File: config.mk
export PLATFORM = sky130hd
export DESIGN_NAME = lfsr_backpressure
export DESIGN_NICKNAME = d
export VERILOG_FILES = /design/src/rtl/video_axis_pkg.sv /design/src/rtl/lfsr_backpressure.sv
export SDC_FILE = /design/constraint.sdc
export NUM_CORES = 1
export LEC_CHECK = 0
export BUFFER_PORTS_ARGS = -buffer_cell sky130_fd_sc_hd__clkbuf_2
export CAP_MARGIN = 30
export CORE_AREA = 3 3 40 42
export DETAILED_ROUTE_END_ITERATION = 8
export DIE_AREA = 0 0 43 45
export PLACE_DENSITY_LB_ADDON = 0.12
export RECOVER_POWER = 50
export SLEW_MARGIN = 0
export SYNTH_ARGS = -nofsm -noshare
export SYNTH_HDL_FRONTEND = slang
export SYNTH_SLANG_ARGS = --single-unit
File: constraint.sdc
create_clock -name clk -period 2.3 [get_ports clk]
set_input_delay 0.23 -clock clk [delete_from_list [all_inputs] [get_ports clk]]
set_output_delay 0.23 -clock clk [all_outputs]
set_load 0.02 [all_outputs]
File: src/rtl/video_axis_pkg.sv
// video_axis_pkg: shared types and constants for the AXI4-Stream video sink checker.
package video_axis_pkg;

    typedef enum logic {HUNT, ACTIVE} state_t;

    localparam int ERR_EARLY_EOL    = 0;
    localparam int ERR_MISSING_EOL  = 1;
    localparam int ERR_SOF_MIDFRAME = 2;
    localparam int ERR_MISSING_SOF  = 3;

    // Right-shifting Fibonacci form of x^16+x^14+x^13+x^11+1: feedback from bits 0,2,3,5.
    localparam logic [15:0] LFSR_TAPS = 16'h002D;

    function automatic logic [15:0] lfsr_next(input logic [15:0] s);
        return {^(s & LFSR_TAPS), s[15:1]};
    endfunction

endpackage

File: src/rtl/lfsr_backpressure.sv
// lfsr_backpressure: 16-bit LFSR whose low two bits give a ~75% duty ready hint.
module lfsr_backpressure
    import video_axis_pkg::*;
#(
    parameter logic [15:0] SEED = 16'hACE1
) (
    input  logic clk,
    input  logic rst,
    input  logic enable,
    output logic ready_bit
);

    logic [15:0] lfsr;

    always_ff @(posedge clk) begin
        if (!rst)
            lfsr <= SEED;
        else if (enable)
            lfsr <= lfsr_next(lfsr);
    end

    assign ready_bit = lfsr[0] | lfsr[1];

endmodule

==> impl_metrics.toml <==
[drt]
drc_errors = 0
wl_met1_um = 440
drt-total-wl_um = 836
vias_per_cell = 4.635
antenna_left = 0
routedWlPerCell_um = 11.30
met2_length_um = 360
met3WireLength_um = 35
highest_layer = "met3"
num_vias = 343
drt_pass1_iterations = 4
drtIter0Drc = 5

[timing]
fin_crit_ps = 1295
finalClockSkew_ps = 0.6366
tightest_slew_ps = 1078
period_share = 0.5632
hold_viol_final = 0
slew_viol_final = 0
max_freq_mhz = 772.0
rsz0062_at_grt = "false"
finalSetupTns_ps = 0
relSlewSlack = 0.2815
finalSetupViolCount = 0
fin_ws_ps = 1005

[critical_path]
crit_path_max_fanout = 3
start_kind = "flip-flop"
crit_end = "ready_bit"
rr_worst_depth = 3
crit_start = "lfsr[0]"
arrival_ps = 1070
rr_startpoint = "lfsr[0]"
endpoint_kind = "output port"
worst_ep_required_time_ps = 2070
worst-setup-path-type = "flip-flop to output port"
r2r_end = "lfsr[15]"
r2r_slack_ps = 1380

[synth]
synth_top_cell_area_share = 0.5089
ys_seq_elements = 16
synth_edf_count = 0
ys_async_sr_fraction = 0
netlist_top_cells_count = "dfxtp_1 (16), mux2i_1 (15), nor2b_1 (8), nand2_1 (7), xnor2_1 (3)"
yosysSeqAreaShare = 0.5089
yosysMostFrequentCell = "dfxtp_1"
synthCells = 55
synth_cell_type_count = 11
synthTopCellsByArea = "dfxtp_1 (51%), mux2i_1 (24%), nor2b_1 (8.0%)"
yosysWarnings = 0
syn_area_um2 = 629.4
syn_nets = 58
synthFlopType = "dfxtp_1"
synth.avg_cell_area_um2 = 11.44
synth_largest_area_cell = "dfxtp_1"

[cts]
clock_latency_ps = 280
cts_buffer_depth = 2
cts.clk_slew.worst_paths_ps = 90
clock_sinks = 16
hold_buffers = 0
root_buffer = "clkbuf_4"
postCtsSetupBuffers = 0
h-tree-depth = 1
cts_buffers = 3
cts_tree = "built"
post_cts_resize_count = 0

[grt]
grt.total_usage = 0.1065
antenna_found_initial = 0
grt_start_max_net_pins = 18
grt_overflow = 0
grt_first_pass_wirelength_um = 1476
grt_pass1_vias = 329

[pwr]
power_density_mw_per_mm2 = 811.6
comb_power_share = 0.093
clock_power_share = 0.337
ir_drop_mv = 0.3902
internal_power_uw = 418.3
pwr-share-seq = 0.569
power_switching_uw = 118.9
switching_share = 0.2213
power.leakage_uw = 0.0002883

[floorplanning]
die_w_um = 43
pin_count = 4
num_rows = 13
dieArea_mm2 = 0.001935
initial_utilization = 0.4898
die_h_um = 45
fp.coreArea_mm2 = 0.001285

[cells_and_area]
register_area_um2 = 320.3
fill_cells = 123
regMostFlops = "lfsr"
num_antenna_cells = 0
multiInputGateArea_um2 = 272.8
drive_gt1_frac = 0.1186
fin_nets = 63
finalNonFillerCells = 74
largest_registers = "lfsr (16)"
largest_reg_flops = 16
syn2layout_area_growth_pct = 5.169

[place]
dp_slack_ps = 1213
io_buffers = 3
dp.cells = 70
gp_congestion = 0.6367

[worst_hold_path]
hold_path_class = "input pin to flip-flop"

[status]
outcome = "completed"

[flow_run]
drv_cap = 0
[cells by family after synthesis]
| kind of cell | Yosys count | synth area share |
|---|---|---|
| flip-flops | 16 | 0.5090 |
| XOR/XNOR | 3 | 0.04176 |
| multiplexers | 15 | 0.2386 |
| AND/OR/NAND/NOR | 17 | 0.1432 |
| AO/OA/AOI/OAI | 1 | 0.009947 |
| buffers and inverters | 3 | 0.05765 |
[per-stage QoR]
step	area [um^2]	total power (uW)	hold slack (ps)	util
detailed placement	626.9	362.4	461.8	0.4878
CTS	663.1	546.0	262.9	0.5161
floorplan	629.4	357.7	358.2	-
finish	661.9	537.2	274.2	0.5151
global route	661.9	565.4	289.4	0.5151
global placement	626.9	359.5	456.9	0.4878
[power groups by stage]
stage / Clock (uW) / Combinational, uW / Sequential (uW)
detailed placement: 0 / 49.9 / 313
global placement: 0 / 47.9 / 312
global route: 201 / 56.1 / 308
floorplan: 0 / 47.9 / 310
CTS: 190 / 50.3 / 306
finish: 181 / 50.2 / 306
[cell usage in the layout, fill, tap and decap left out, drive strengths merged]
cell type,n
a31oi,1
clkbuf,7
dfxtp,16
mux2i,15
nand2,7
nor2b,8
nor3b,1
or2,1
xnor2,3
[worst min path at each step]
stage / start / to / slack (ps) / cells past startpoint
2_1_floorplan: rst / lfsr[14] / 360 / 1
3_3_place_gp: lfsr[6] / lfsr[6] / 460 / 2
3_5_place_dp: lfsr[6] / lfsr[6] / 460 / 2
4_1_cts: rst / lfsr[10] / 260 / 2
5_1_grt: rst / lfsr[10] / 290 / 2
6_report: rst / lfsr[10] / 270 / 2
[final cells by class]
type | instances | share of cell area
Clock buffer | 4 | 0.05482
Timing Repair Buffer | 3 | 0.02079
Tap cell | 15 | 0.02836
Sequential cell | 16 | 0.4839
Multi-Input combinational cell | 36 | 0.4121
[critical path, stage by stage, from the launching register on]
cell and delay, ps:
dfxtp_1 340, or2_2 290, clkbuf_2 150
[routing by layer]
layer | vias up | global-route usage
met5 | - | 0
met4 | 0 | 0.07229
met3 | 0 | 0.04781
met2 | 5 | 0.1347
met1 | 148 | 0.1429
li1 | 190 | -
Note: power is estimated with default switching activity, not from simulation.
